## config.mk

```make
export PLATFORM = sky130hd
export DESIGN_NAME = cas_player
export DESIGN_NICKNAME = d
export VERILOG_FILES = /design/src/rtl/cas_player.sv
export SDC_FILE = /design/constraint.sdc
export NUM_CORES = 1
export LEC_CHECK = 0
export ABC_CLOCK_PERIOD_IN_PS = 6600
export CORE_ASPECT_RATIO = 0.5
export CORE_MARGIN = 2
export CORE_UTILIZATION = 60
export CTS_CLUSTER_DIAMETER = 50
export DETAILED_ROUTE_END_ITERATION = 6
export PLACE_DENSITY = 0.95
export SLEW_MARGIN = 25
export SYNTH_ARGS = -nofsm -noshare
export SYNTH_HDL_FRONTEND = slang
export SYNTH_SLANG_ARGS = --single-unit
```

## constraint.sdc

```tcl
create_clock -name clk -period 6.6 [get_ports clk]
set_input_delay 0.66 -clock clk [delete_from_list [all_inputs] [get_ports clk]]
set_output_delay 0.66 -clock clk [all_outputs]
set_load 0.05 [all_outputs]
```

## src/rtl/cas_player.sv

```systemverilog
// cas_player: replays a cassette image held in SDRAM as an FSK square wave.
// A fetch FSM reads image bytes into a small prefetch FIFO. A serializer
// turns each byte, LSB first, into one full square-wave cycle per bit.
// Optional build macro CAS_MOTOR_GATE_EN: when defined, the serializer only
// advances while the motor relay input en is high.
`default_nettype none

module cas_player #(
  parameter int unsigned ADDR_W     = 25,
  parameter int unsigned FIFO_DEPTH = 4,
  parameter int unsigned HALF_1     = 12,
  parameter int unsigned HALF_0     = 24
) (
  input  logic              clk,
  input  logic              reset,
  input  logic              play,
  input  logic              rewind,
  input  logic              en,
  input  logic [ADDR_W-1:0] tape_len,
  output logic [ADDR_W-1:0] sdram_addr,
  output logic              sdram_rd,
  input  logic              sdram_ack,
  input  logic [7:0]        sdram_data,
  output logic              data,
  output logic              playing,
  output logic              eot
);

  localparam int unsigned IDX_W = $clog2(FIFO_DEPTH);
  localparam int unsigned PTR_W = IDX_W + 1;
  localparam int unsigned CNT_W = $clog2(HALF_0);
  localparam logic [CNT_W-1:0] LAST_1 = CNT_W'(HALF_1 - 1);
  localparam logic [CNT_W-1:0] LAST_0 = CNT_W'(HALF_0 - 1);

  typedef enum logic [1:0] {
    IDLE    = 2'd0,
    REQ     = 2'd1,
    DISCARD = 2'd2
  } fetch_state_t;

  fetch_state_t      fstate, fstate_nx;
  logic              fetch_start;
  logic [ADDR_W-1:0] fptr;
  logic [ADDR_W-1:0] len_q, len_nx;

  logic [7:0]        mem [FIFO_DEPTH];
  logic [PTR_W-1:0]  wr_idx, rd_idx;
  logic              fifo_empty, fifo_full;
  logic              push, pop;

  logic              playing_nx, eot_nx, eot_hit;
  logic              gate, run;

  logic [7:0]        sh, sh_nx, cur_sh;
  logic [3:0]        bits, bits_nx, cur_bits;
  logic              half, half_nx, cur_half;
  logic [CNT_W-1:0]  cnt, cnt_nx, cur_cnt, cur_last;
  logic              data_nx;

  // FIFO status; the extra pointer bit separates full from empty
  assign fifo_empty = (wr_idx == rd_idx);
  assign fifo_full  = (wr_idx[IDX_W] != rd_idx[IDX_W]) &&
                      (wr_idx[IDX_W-1:0] == rd_idx[IDX_W-1:0]);

  // A returning byte is kept only for a live read that is not being rewound
  assign push = (fstate == REQ) && sdram_ack && !rewind;

`ifdef CAS_MOTOR_GATE_EN
  assign gate = en;
`else
  logic unused_en;
  assign unused_en = en;
  assign gate      = 1'b1;
`endif

  // Serializer advances only while playback stays on through this edge
  assign run = playing_nx && gate;

  // Tape finished: nothing left to fetch, buffer or shift out
  assign eot_hit = playing && (bits == 4'd0) && fifo_empty &&
                   (fptr == len_q) && (fstate == IDLE);

  // Fetch FSM next state; a single read is outstanding at most
  always_comb begin
    fstate_nx   = fstate;
    fetch_start = 1'b0;
    case (fstate)
      IDLE: begin
        if (!rewind && playing && !fifo_full && (fptr < len_q)) begin
          fstate_nx   = REQ;
          fetch_start = 1'b1;
        end
      end
      REQ: begin
        if (sdram_ack) begin
          fstate_nx = IDLE;
        end else if (rewind) begin
          fstate_nx = DISCARD;
        end
      end
      DISCARD: begin
        if (sdram_ack) begin
          fstate_nx = IDLE;
        end
      end
      default: fstate_nx = IDLE;
    endcase
  end

  // Fetch state, request outputs and fetch pointer
  always_ff @(posedge clk or negedge reset) begin
    if (!reset) begin
      fstate     <= IDLE;
      sdram_rd   <= 1'b0;
      sdram_addr <= '0;
      fptr       <= '0;
    end else begin
      fstate   <= fstate_nx;
      sdram_rd <= (fstate_nx != IDLE);
      if (fetch_start) begin
        sdram_addr <= fptr;
      end
      if (rewind) begin
        fptr <= '0;
      end else if (push) begin
        fptr <= fptr + ADDR_W'(1);
      end
    end
  end

  // FIFO pointers; rewind flushes the buffer
  always_ff @(posedge clk or negedge reset) begin
    if (!reset) begin
      wr_idx <= '0;
      rd_idx <= '0;
    end else if (rewind) begin
      wr_idx <= '0;
      rd_idx <= '0;
    end else begin
      if (push) begin
        wr_idx <= wr_idx + PTR_W'(1);
      end
      if (pop) begin
        rd_idx <= rd_idx + PTR_W'(1);
      end
    end
  end

  // FIFO storage; contents are don't-care while empty
  always_ff @(posedge clk) begin
    if (push) begin
      mem[wr_idx[IDX_W-1:0]] <= sdram_data;
    end
  end

  // Play/pause/rewind/end-of-tape control; rewind has priority over play
  always_comb begin
    playing_nx = playing;
    eot_nx     = eot;
    len_nx     = len_q;
    if (rewind) begin
      playing_nx = 1'b0;
      eot_nx     = 1'b0;
      len_nx     = tape_len;
    end else if (play) begin
      if (playing) begin
        playing_nx = 1'b0;
      end else if (!eot) begin
        len_nx = tape_len;
        if (tape_len == '0) begin
          eot_nx = 1'b1;
        end else begin
          playing_nx = 1'b1;
        end
      end
    end else if (eot_hit) begin
      playing_nx = 1'b0;
      eot_nx     = 1'b1;
    end
  end

  // Serializer: emit one waveform sample per running cycle, loading a new
  // byte from the FIFO without a gap when the shift register runs dry
  always_comb begin
    sh_nx    = sh;
    bits_nx  = bits;
    half_nx  = half;
    cnt_nx   = cnt;
    data_nx  = 1'b0;
    pop      = 1'b0;
    cur_sh   = sh;
    cur_bits = bits;
    cur_half = half;
    cur_cnt  = cnt;
    cur_last = '0;
    if (rewind) begin
      sh_nx   = '0;
      bits_nx = '0;
      half_nx = 1'b0;
      cnt_nx  = '0;
    end else if (run) begin
      if ((bits == 4'd0) && !fifo_empty) begin
        pop      = 1'b1;
        cur_sh   = mem[rd_idx[IDX_W-1:0]];
        cur_bits = 4'd8;
        cur_half = 1'b0;
        cur_cnt  = '0;
      end
      if (cur_bits != 4'd0) begin
        data_nx  = !cur_half;
        cur_last = cur_sh[0] ? LAST_1 : LAST_0;
        if (cur_cnt == cur_last) begin
          cnt_nx = '0;
          if (!cur_half) begin
            half_nx = 1'b1;
            sh_nx   = cur_sh;
            bits_nx = cur_bits;
          end else begin
            half_nx = 1'b0;
            sh_nx   = {1'b0, cur_sh[7:1]};
            bits_nx = cur_bits - 4'd1;
          end
        end else begin
          cnt_nx  = cur_cnt + CNT_W'(1);
          half_nx = cur_half;
          sh_nx   = cur_sh;
          bits_nx = cur_bits;
        end
      end
    end
  end

  // Control and serializer registers, waveform output
  always_ff @(posedge clk or negedge reset) begin
    if (!reset) begin
      playing <= 1'b0;
      eot     <= 1'b0;
      len_q   <= '0;
      sh      <= '0;
      bits    <= '0;
      half    <= 1'b0;
      cnt     <= '0;
      data    <= 1'b0;
    end else begin
      playing <= playing_nx;
      eot     <= eot_nx;
      len_q   <= len_nx;
      sh      <= sh_nx;
      bits    <= bits_nx;
      half    <= half_nx;
      cnt     <= cnt_nx;
      data    <= data_nx;
    end
  end

endmodule

`default_nettype wire

```

## Word-level counts from Yosys, hierarchy flattened

Memory sizes are Yosys's and may differ from the RTL's.
Index checks and enable logic that the tools add are counted.

- Bits in writable memories: 32
- Bits in registers: 105
- Input bits: 39
- Memories kept: 1
- Output and inout port bits: 29
- Logic and storage cells: 129

- Reduce and logical (&&, ||, !) cells: 29
- Muxes and demuxes: 69
- Eq/ne operators: 10
- Add/sub/neg operators: 5
- Order comparisons: 1

Memory list:

| memory | words | width | rd ports | clocked after memory_dff | wr ports | RTL line | RTL |
|---|---|---|---|---|---|---|---|
| mem | 4 | 8 | 1 | 0 | 1 | 46 | `logic [7:0] mem [FIFO_DEPTH];` |

Operators with widths:

| cell | number |
|---|---|
| 25-bit 2-to-1 mux | 6 |
| 8-bit 2-to-1 mux | 8 |
| 5-bit 2-to-1 mux | 8 |
| 4-bit 2-to-1 mux | 8 |
| 1-bit 2-to-1 mux | 30 |
| 25-bit by 1-bit adder with 25-bit output (second input constant) | 1 |
| 25-bit equality test | 1 |
| 25-bit zero test | 1 |
| 25-bit < comparator | 1 |
| 3-bit 2-to-1 mux | 4 |
| 2-bit nonzero test | 6 |
| 1-bit logical AND | 11 |
| 2-bit 2-to-1 mux | 4 |
| 3-bit by 1-bit adder with 3-bit output (second input constant) | 2 |
| 2-bit one-hot mux with 3 select lines | 1 |
| 5-bit by 1-bit adder with 5-bit output (second input constant) | 1 |
| 5-bit equality test | 1 |
| 1-bit zero test | 4 |
| 4-bit zero test | 1 |
| 2-bit != test (second input constant) | 2 |
| 2-bit AND reduction | 2 |
| 4-bit nonzero test | 1 |
| 4-bit by 1-bit subtractor with 4-bit output (second input constant) | 1 |
| 3-bit equality test | 1 |
| other kinds (8) | 8 |

## Depth between registers and ports, before layout

Gate-level depths: netlist of run 1.

- Word-level depth: 16
- Gate-level depth with buffers: 13
- Mapped depth without buffers: 12

## Worst setup path before layout of run 1

No wires, ideal clock.

- Path type: flip-flop to flip-flop
- From: register rd_idx[1]
- To: register sh[1]
- Clock period less this slack: 2773 ps
- Arrival time: 2641 ps
- Data required time: 6468 ps
- Path buffers: 2
- Setup time: 132 ps
- Path slack: 3827 ps
- Stages on the path, launching flop included: 13
- Path through: dfrtp_1 buf_4 xor2_2 o31ai_2 clkbuf_1 and2_1 ha_1 nand2_1 a21o_1 o21ai_1 o21ai_0 a222oi_1 nor2_1

- Longest elaborated chain between the ends: 12
- Elaborated cells on any way between the ends: 33
- Classes of those cells: eq/ne: 2; mux: 21; reduce/logical: 9; memory: 1

RTL lines:

| element | RTL line | RTL |
|---|---|---|
| start: declaration | 47 | `logic [PTR_W-1:0] wr_idx, rd_idx;` |
| start signal: assignment | 144 | `rd_idx <= rd_idx + PTR_W'(1);` |
| 3-bit equality test | 61 | `assign fifo_empty = (wr_idx == rd_idx);` |
| 1-bit zero test | 202 | `if ((bits == 4'd0) && !fifo_empty) begin` |
| 1-bit logical AND | 202 |  |
| 8-bit 2-to-1 mux | 202 |  |
| 8-bit 2-to-1 mux | 201 | `end else if (run) begin` |
| 8-bit 2-to-1 mux | 196 | `if (rewind) begin` |
| 5-bit 2-to-1 mux | 211 | `cur_last = cur_sh[0] ? LAST_1 : LAST_0;` |
| 5-bit equality test | 212 | `if (cur_cnt == cur_last) begin` |
| 8-bit 2-to-1 mux | 212 |  |
| 8-bit 2-to-1 mux | 209 | `if (cur_bits != 4'd0) begin` |
| 8-bit 2-to-1 mux | 201 |  |
| 8-bit 2-to-1 mux | 196 |  |
| end signal: assignment | 248 | `sh <= sh_nx;` |
| end: declaration | 54 | `logic [7:0] sh, sh_nx, cur_sh;` |

Several ways; a longest one is shown, not always the timed one. The select of a mux whose other input is x is not followed.
A chain may end at the register's enable or synchronous reset.

## Worst setup path after layout of run 1

- From: register rd_idx[0]
- To: register sh[1]

Same word-level chain as after synthesis.

==> impl_metrics.yaml, run 1 <==
pwr:
  switching_share_pct: 23.2
  internal_power_uw: 1600
  combPwrFrac_pct: 8.1
  powerDensity_nw_per_um2: 260
  p_leak_uw: 0.00346
  power_frac_clock_pct: 48.1
  power_uw: 2090
  power_frac_seq_pct: 43.8
  switchingPower_uw: 483
  worst_ir_drop_vdd_uv: 221
grt:
  antenna_found_initial: 0
  grt_max_degree: 58
  grt_overflow: 0
  grt_pass1_vias: 5064
  grt_usage_pct: 27.9
  grt_pass1_wl_mm: 25.6
yosys:
  yosysSeqAreaShare_pct: 54.1
  synth_edf_count: 32
  syn_avg_cell_area_um2: 11.9
  yosys_warnings: 0
  synth_seq_cells: 137
  syn_inst: 559
  synth_cell_types: 55
  syn_nets: 632
  syn-cell-area_um2: 6640
  async_flop_share_pct: 76.6
  synth_ff_type: "dfrtp_1"
timing:
  fin_tns_setup_ns: 0
  fmax_mhz: 305
  fin_worst_skew_ns: 0.00915
  grt_setup_unrepaired: "false"
  fin_ws_ns: 3.32
  maxSlewViolCount: 0
  relSlewSlack_pct: 32.8
  tightest_slew_ns: 1.01
  fin_crit_sh_pct: 49.7
  hold_viol: 0
  min_period_ns: 3.28
  final-setup-viol-count: 0
final_layout:
  antenna_cells_inserted: 0
  stdcell_count: 788
  nNetsFinal: 703
  synthToLayoutAreaGrowth_pct: 21.1
  drive_above_1_share_pct: 13.2
routing:
  routedWlPerCell_um: 19.9
  drcViolationCount: 0
  ant_nets: 0
  drtIter0Drc: 538
  route.vias.total: 4868
  wl_mm: 15.6
  drt_pre_antenna_iters: 5
  post_drt_via_cell_ratio: 6.18
setup_path:
  r2r_cells: 11
  reg2reg_to: "sh[1]"
  worst_setup_path_end_kind: "register"
  cp-start-kind: "register"
  cp_data_required_time_ns: 6.88
  r2r_slack_ns: 3.32
  r2r-start: "rd_idx[0]"
  crit_fanout: 16
  cp_data_arrival_time_ns: 3.55
  crit_start: "rd_idx[0]"
  critPathKind: "register to register"
clock_network:
  cts_root_buffer: "clkbuf_16"
  cts_hold_buf: 0
  tritoncts: "done"
  worstSkewPairLatency_ns: 0.42
  post_cts.repair.setup_buffers: 0
  htreeDepth: 4
  clk_pin_slew_ns: 0.06
  clockBufferDepth: 2
  cts_sinks: 137
  ctsResizeCount: 0
  cts_buffers: 17
floorplan:
  initial_core_util_pct: 61.0
  dieArea_um2: 12000
  dieHeight_um: 78.4
  rows: 27
  core-area_um2: 10900
  io_pins: 68
  fp.dieW_um: 153
place:
  numPortBuffers: 66
  hpwl_mm: 9.67
  placed_cells: 756
  pre_cts_slack_ns: 3.21
  globalplace.congestion: 0.825
hold_path:
  timing.hold.worst.class: "primary input to async pin"
run:
  drv_cap: 0
status:
  status: "finished, final reports clean"
per-stage QoR:
step                hold slack (ns)  utilization (%)  area [µm²]
finish                        0.250             73.9        8040
global route                  0.307             73.9        8040
CTS                           0.285             73.9        8030
detailed placement            0.476             68.1        7410
global placement              0.469             68.0        7400
floorplan                     0.364                -        6640
worst max-delay path by stage:
stage                     slack, ns      end
final                          3.32    sh[1]
after global routing           3.03    sh[1]
after CTS                      3.33    sh[1]
after detailed placement       3.21  bits[3]
after global placement         3.31    sh[4]
after floorplan                3.83    sh[1]
state kept, by name, indices dropped and copies added (netlist names), 2 cells and up:
| name | cells |
|---|---|
| bits | 4 |
| cnt | 5 |
| fptr | 25 |
| fstate | 2 |
| len_q | 25 |
| mem | 32 |
| rd_idx | 3 |
| sdram_addr | 25 |
| sh | 8 |
| wr_idx | 3 |
cell usage in the layout (no fill, tap or decap), drive strengths merged, types with 5 or more instances in the layout:
master and instances:
clkdlybuf4s50 64, o21ai 15, inv 35, a21oi 27
nand4 9, clkbuf 23, xor2 23, mux4 8
nand3 24, buf 5, and2 7, xnor2 9
dfrtp 105, a211oi 5, mux2 51, edfxtp 32
nand2 36, nor4 8, nor2 50, nor3 8
ha 34
cell usage after synthesis, types with 3 or more instances:
cell / n / area [µm²]
mux2_1: 18 / 203
a31oi_1: 4 / 25.0
xnor2_1: 9 / 78.8
a22oi_1: 4 / 30.0
nor2b_1: 4 / 25.0
and3_1: 3 / 18.8
xor2_1: 21 / 184
a21o_1: 4 / 30.0
nor4_1: 7 / 43.8
a211oi_1: 5 / 37.5
buf_2: 4 / 20.0
nor2_1: 50 / 188
nor3b_1: 3 / 22.5
o21ai_1: 3 / 15.0
mux4_2: 8 / 180
nor3_1: 7 / 35.0
a21oi_1: 26 / 130
and4_1: 4 / 35.0
inv_1: 34 / 128
edfxtp_1: 32 / 961
dfrtp_1: 105 / 2630
o21ai_0: 12 / 60.1
ha_1: 34 / 425
nand3b_1: 3 / 22.5
and2_1: 7 / 43.8
nand2b_1: 3 / 18.8
nand3_1: 24 / 120
nand4_1: 9 / 56.3
o32ai_1: 3 / 26.3
mux2_2: 33 / 372
clkbuf_1: 9 / 33.8
nand2_1: 36 / 135
buf_6: 3 / 33.8
worst max-delay path, stage by stage (launching register included):
cell and delay (ns):
dfrtp_1 0.78, xor2_2 0.22, o31ai_2 0.26, buf_4 0.25
and2_1 0.17, ha_1 0.30, nand2_1 0.11, a21o_1 0.20
o21ai_1 0.17, o21ai_0 0.22, a222oi_1 0.38, nor2_1 0.07
layer usage:
metal | global-route usage, % | vias to the layer above | share of wire, %
li1 | - | 2152 | -
met1 | 34.2 | 2403 | 40
met2 | 47.1 | 248 | 49
met3 | 6.74 | 65 | 6.4
met4 | 13.8 | 0 | 3.7
met5 | 0 | - | 0
layout make-up:
| class | instances | area, µm² |
|---|---|---|
| Fill cell | 651 | 2840 |
| Multi-Input combinational cell | 371 | 2830 |
| Clock inverter | 9 | 138 |
| Inverter | 34 | 128 |
| Clock buffer | 23 | 489 |
| Tap cell | 145 | 181 |
| Sequential cell | 137 | 3590 |
| Timing Repair Buffer | 69 | 678 |
kinds of logic after synthesis:
| family | count (synthesis) | share of synthesized area, % |
|---|---|---|
| muxes | 59 | 11.4 |
| AOI/OAI and AO/OA | 75 | 7.28 |
| xor gates and xnor gates | 32 | 4.45 |
| DFF | 137 | 54.1 |
| buffers and inverters | 51 | 3.36 |
| adders and majority gates | 34 | 6.41 |
| and+or+nand+nor | 171 | 13.1 |
power by group through the flow:
stage	Clock (µW)	Combinational (µW)	Sequential, µW
after floorplan	0	94.5	926
final	1000	170	914
after CTS	1010	169	912
after global placement	0	156	924
after global routing	1050	185	915
after detailed placement	0	165	926
No activity file was read; power rests on OpenSTA's default activity.
==> inputs of run 2 (changes only) <==
Settings changed: ABC_CLOCK_PERIOD_IN_PS 6600 to 2700, CORE_UTILIZATION 60 to 51, PLACE_DENSITY 0.95 to 0.88.
Clock period 6.6 ns to 2.7 ns, I/O delays scaled along.
==> run 2 against run 1 <==
  * Worst hold slack better by 0.12 ns
  * Die area up 17%
  * Final cell count up 4.9%
  * Core utilization down 9.0 points
  * Sequential share of layout area down 1.1 points
  * Global-route usage down 4.5 points
  * Worst setup slack worse by 3.2 ns
  * Count of clock-buffer cells in the layout down 1
  * Flip-flop and latch count unchanged
  * Register-to-register slack worse by 3.2 ns
  * Clock skew about the same
  * Combinational power rose to 2.6 times the previous value
  * Critical path type unchanged
  * Largest cell class unchanged
==> impl_metrics.yaml, run 2 (synthesis gave the netlist of run 1 again) <==
hold_path:
  holdPathStages: 2
  hold_start: "rewind"
  timing.hold.worst.class: "primary input to register"
routing:
  wl_mm: 14.9
  route.vias.total: 4819
  drtIter0Drc: 447
  post_drt_via_cell_ratio: 5.83
  drt_pre_antenna_iters: 4
  routedWlPerCell_um: 18.0
  drcViolationCount: 0
  ant_nets: 0
final_layout:
  largest_register_ffs: 32
  drive_above_1_share_pct: 15.5
  final_cell_mix: "dfrtp_1, clkdlybuf4s50_1, nor2_1"
  antenna_cells_inserted: 0
  nNetsFinal: 718
  synthToLayoutAreaGrowth_pct: 24.1
  layout_commonest_cell: "dfrtp_1"
timing:
  fin_worst_skew_ns: 0.00910
  fmax_mhz: 390
  fin_crit_sh_pct: 94.9
  relSlewSlack_pct: 49.3
  final-setup-viol-count: 0
  fin_tns_setup_ns: 0
  tightest_slew_ns: 0.753
  grt_setup_unrepaired: "false"
  min_period_ns: 2.56
  maxSlewViolCount: 0
  hold_viol: 0
floorplan:
  dieArea_um2: 14000
  io_pins: 68
  fp.dieW_um: 165
  initial_core_util_pct: 52.3
  core-area_um2: 12700
  dieHeight_um: 84.7
  rows: 29
setup_path:
  critPathKind: "register to register"
  r2r_cells: 8
  crit_cells: 8
  worst_setup_path_end_kind: "register"
  crit_buf_inv: 1
  cp-start-kind: "register"
  cp_cell_sequence: "ha_1 > a21o_1 > a21o_1 > a21oi_1 > a21oi_1 > nor3_4 > buf_4 > mux2_2"
  cp_top_family: "compound AO/OA/AOI/OAI gates"
  max_stage_delay_ns: 0.44
  cp_data_required_time_ns: 3.00
  crit_fanout: 7
  crit_start: "fptr[6]"
  cp_data_arrival_time_ns: 2.86
  slowest_stage: "dfrtp_1"
  r2r-start: "fptr[6]"
clock_network:
  htreeDepth: 4
  cts_sinks: 137
  clk_pin_slew_ns: 0.06
  clockBufferDepth: 2
  worstSkewPairLatency_ns: 0.42
  cts_buffers: 17
  tritoncts: "done"
  cts_root_buffer: "clkbuf_16"
place:
  numPortBuffers: 66
  globalplace.congestion: 0.820
  hpwl_mm: 9.86
grt:
  grt_overflow: 0
  grt_pass1_wl_mm: 24.9
  grt_usage_pct: 23.3
  antenna_found_initial: 0
  grt_pass1_vias: 4870
  grt_max_degree: 55
pwr:
  p_leak_uw: 0.00355
  powerDensity_nw_per_um2: 625
  worst_ir_drop_vdd_uv: 397
  power_uw: 5150
run:
  drv_cap: 0
status:
  status: "finished, final reports clean"
run 2: cell count changes in the layout (fill, tap and decap cells not counted), moves of 2 or more:
cell      change
buf_12        +2
buf_4        +11
clkbuf_1      -2
o21ai_0       -2
o21ai_1       +2
run 2: path summary, 6_finish.rpt:
| path | to | slack (ns) |
|---|---|---|
| max | sdram_addr[20] | 0.14 |
| min | wr_idx[2] | 0.37 |
| max reg2reg | sdram_addr[20] | 0.14 |
| min reg2reg | sdram_addr[12] | 0.49 |
| max in group asynchronous | sdram_addr[18] | 1.55 |
| min in group asynchronous | sh[3] | 0.45 |
run 2: layout make-up:
| type | instances | area (µm²) |
|---|---|---|
| Clock buffer | 22 | 507 |
| Fill cell | 914 | 4460 |
| Timing Repair Buffer | 84 | 816 |
| Tap cell | 170 | 213 |
| Multi-Input combinational cell | 371 | 2850 |
| Clock inverter | 9 | 136 |
| Inverter | 34 | 128 |
| Sequential cell | 137 | 3590 |
run 2: timing repair:
action | in CTS | in global routing
endpoints found under the setup margin | 0 | 20
setup buffers | 0 | 0
gates resized for setup | 0 | 5
hold endpoints to repair | 52 | 0
hold buffers | 1 | 0
run 2: per-stage QoR:
step | instance area, µm² | cells | worst slack [ns] | util (%) | hold slack (ns)
3_3_place_gp | 7570 | 795 | 0.220 | 59.6 | 0.362
4_1_cts | 8230 | 827 | 0.112 | 64.8 | 0.370
5_1_grt | 8240 | 827 | 0.0104 | 64.9 | 0.402
6_report | 8240 | 827 | 0.138 | 64.9 | 0.374
2_1_floorplan | 6650 | 559 | 0.0442 | - | -0.0256
3_5_place_dp | 7570 | 795 | 0.110 | 59.6 | 0.370
run 2: per-layer routing:
metal	wire, µm	vias to the layer above	track usage [%]
met5	0	-	0
met4	491	0	12.1
met3	681	46	4.30
met2	7460	167	38.1
met1	6280	2421	30.1
li1	-	2185	-
run 2: power by group:
part           internal (µW)  switching (µW)
Combinational            195             243
Sequential              2180            40.9
Clock                   1610             878
Total                   3990            1160
==> inputs of run 3 (changes only) <==
Settings changed: CORE_UTILIZATION 51 to 35, PLACE_DENSITY 0.88 to 0.68.
==> run 3 against run 2 <==
  * Worst hold slack got worse by 0.18 ns
  * Sequential share of layout area fell by 0.40 points
  * Routed wire length is 4.7% lower
  * Via count shrank 4.9%
  * Power shrank 3.4%
  * Register-to-register slack is essentially flat
  * Flip-flop and latch count unchanged
  * Die area grew 44%
  * Fmax is 0.58% higher
  * Highest routed layer unchanged
==> impl_metrics.yaml, run 3 (synthesis gave the netlist of run 1 again) <==
final_layout:
  stdcell_count: 919
  largest_register_ffs: 32
  register_area_um2: 3590
  final_cell_mix: "dfrtp_1, clkdlybuf4s50_1, nor2_1"
  drive_above_1_share_pct: 16.5
  antenna_cells_inserted: 0
  fill_cells: 1715
  nNetsFinal: 720
  layout_commonest_cell: "dfrtp_1"
  multi_input_area_um2: 2870
  synthToLayoutAreaGrowth_pct: 25.3
floorplan:
  dieArea_um2: 20100
  fp.dieW_um: 199
  dieHeight_um: 101
  core-area_um2: 18500
  io_pins: 68
  rows: 35
  initial_core_util_pct: 35.9
pwr:
  power_frac_clock_pct: 46.6
  switchingPower_uw: 1230
  internal_power_uw: 3740
  power_frac_seq_pct: 44.6
  powerDensity_nw_per_um2: 598
  worst_ir_drop_vdd_uv: 417
  combPwrFrac_pct: 8.7
  switching_share_pct: 24.7
  p_leak_uw: 0.00353
clock_network:
  clk_pin_slew_ns: 0.06
  htreeDepth: 4
  worstSkewPairLatency_ns: 0.43
  cts_root_buffer: "clkbuf_16"
  cts_sinks: 137
  tritoncts: "done"
  clockBufferDepth: 2
  cts_buffers: 17
grt:
  met2_usage_pct: 24.9
  grt_usage_pct: 15.2
  grt_pass1_wl_mm: 23.7
  grt_max_degree: 49
  antenna_found_initial: 0
  grt_overflow: 0
  grt_pass1_vias: 4677
  grt_most_used_layer: "met2"
  use_met3_pct: 3.03
  grt_use_met1_pct: 19.9
setup_path:
  crit_start: "wr_idx[0]"
  cp_data_arrival_time_ns: 2.87
  cp_data_required_time_ns: 3.02
  r2r_slack_ns: 0.15
  crit_fanout: 7
  r2r_cells: 10
  r2r-start: "wr_idx[0]"
  setup.worst_path.end: "sh[4]"
  worst_setup_path_end_kind: "register"
  critPathKind: "register to register"
  cp-start-kind: "register"
  reg2reg_to: "sh[4]"
routing:
  route.vias.total: 4583
  wl_mm: 14.2
  routedWlPerCell_um: 15.5
  drcViolationCount: 0
  drt_pre_antenna_iters: 5
  ant_nets: 0
  post_drt_via_cell_ratio: 4.99
  drtIter0Drc: 204
timing:
  hold_viol: 0
  fin_tns_setup_ns: 0
  min_period_ns: 2.55
  tightest_slew_ns: 0.611
  fmax_mhz: 393
  grt_setup_unrepaired: "false"
  relSlewSlack_pct: 58.9
  fin_crit_sh_pct: 94.4
  final-setup-viol-count: 0
  maxSlewViolCount: 0
  fin_worst_skew_ns: 0.0120
  fin_ws_ns: 0.152
place:
  numPortBuffers: 66
  globalplace.congestion: 0.811
  placed_cells: 885
  pre_cts_slack_ns: 0.0372
  hpwl_mm: 10.2
status:
  status: "finished, final reports clean"
hold_path:
  timing.hold.worst.class: "primary input to register"
run:
  drv_cap: 0
-- run 3: worst min path at each step --
| stage | slack, ns | to | cells after the start | from |
|---|---|---|---|---|
| floorplan | -0.03 | bits[0] | 0 | reset |
| global placement | 0.26 | wr_idx[0] | 1 | reset |
| detailed placement | 0.26 | sdram_rd | 1 | reset |
| CTS | 0.18 | fptr[22] | 2 | rewind |
| global route | 0.19 | fptr[22] | 2 | rewind |
| finish | 0.19 | fptr[22] | 2 | rewind |
-- run 3: what timing repair did --
action                                 in CTS  in global routing
hold buffers                                1                  0
setup buffers                               0                  1
setup endpoints to repair                   0                 10
resized for setup                           0                  8
endpoints found under the hold margin      33                  0
-- run 3: power groups by stage --
| stage | combinational (µW) | clock, µW | sequential, µW |
|---|---|---|---|
| floorplan | 233 | 0 | 2260 |
| global placement | 415 | 0 | 2260 |
| detailed placement | 426 | 0 | 2260 |
| CTS | 430 | 2360 | 2220 |
| global route | 480 | 2450 | 2230 |
| finish | 434 | 2320 | 2220 |
-- run 3: per-stage QoR --
step	power, µW	instance area [µm²]	hold WS (ns)	util (%)
2_1_floorplan	2500	6650	-0.0256	-
3_3_place_gp	2670	7680	0.261	41.6
3_5_place_dp	2680	7680	0.265	41.6
4_1_cts	5010	8280	0.176	44.8
5_1_grt	5160	8320	0.190	45.0
6_report	4970	8320	0.191	45.0
-- run 3: layout make-up --
type / instances / area share (%)
flip-flops and latches: 137 / 43.2
multi-input cells: 371 / 34.4
clock inverters: 13 / 1.53
inverters: 34 / 1.53
well taps: 259 / 3.90
repair buffers: 86 / 9.84
clock buffers: 19 / 5.58
-- run 3: worst max-delay path, stage by stage (launching register included) --
cell      delay, ns
dfrtp_2        0.45
xor2_2         0.22
o31ai_4        0.31
and2_1         0.21
ha_4           0.17
nand2_1        0.08
a21o_1         0.20
o21ai_1        0.19
a21boi_4       0.25
o32ai_1        0.12
a211oi_1       0.25
-- run 3: layer usage --
layer | up-vias | wire length [µm]
li1 | 2188 | -
met3 | 26 | 400
met4 | 0 | 311
met2 | 69 | 6740
met1 | 2300 | 6760
met5 | - | 0
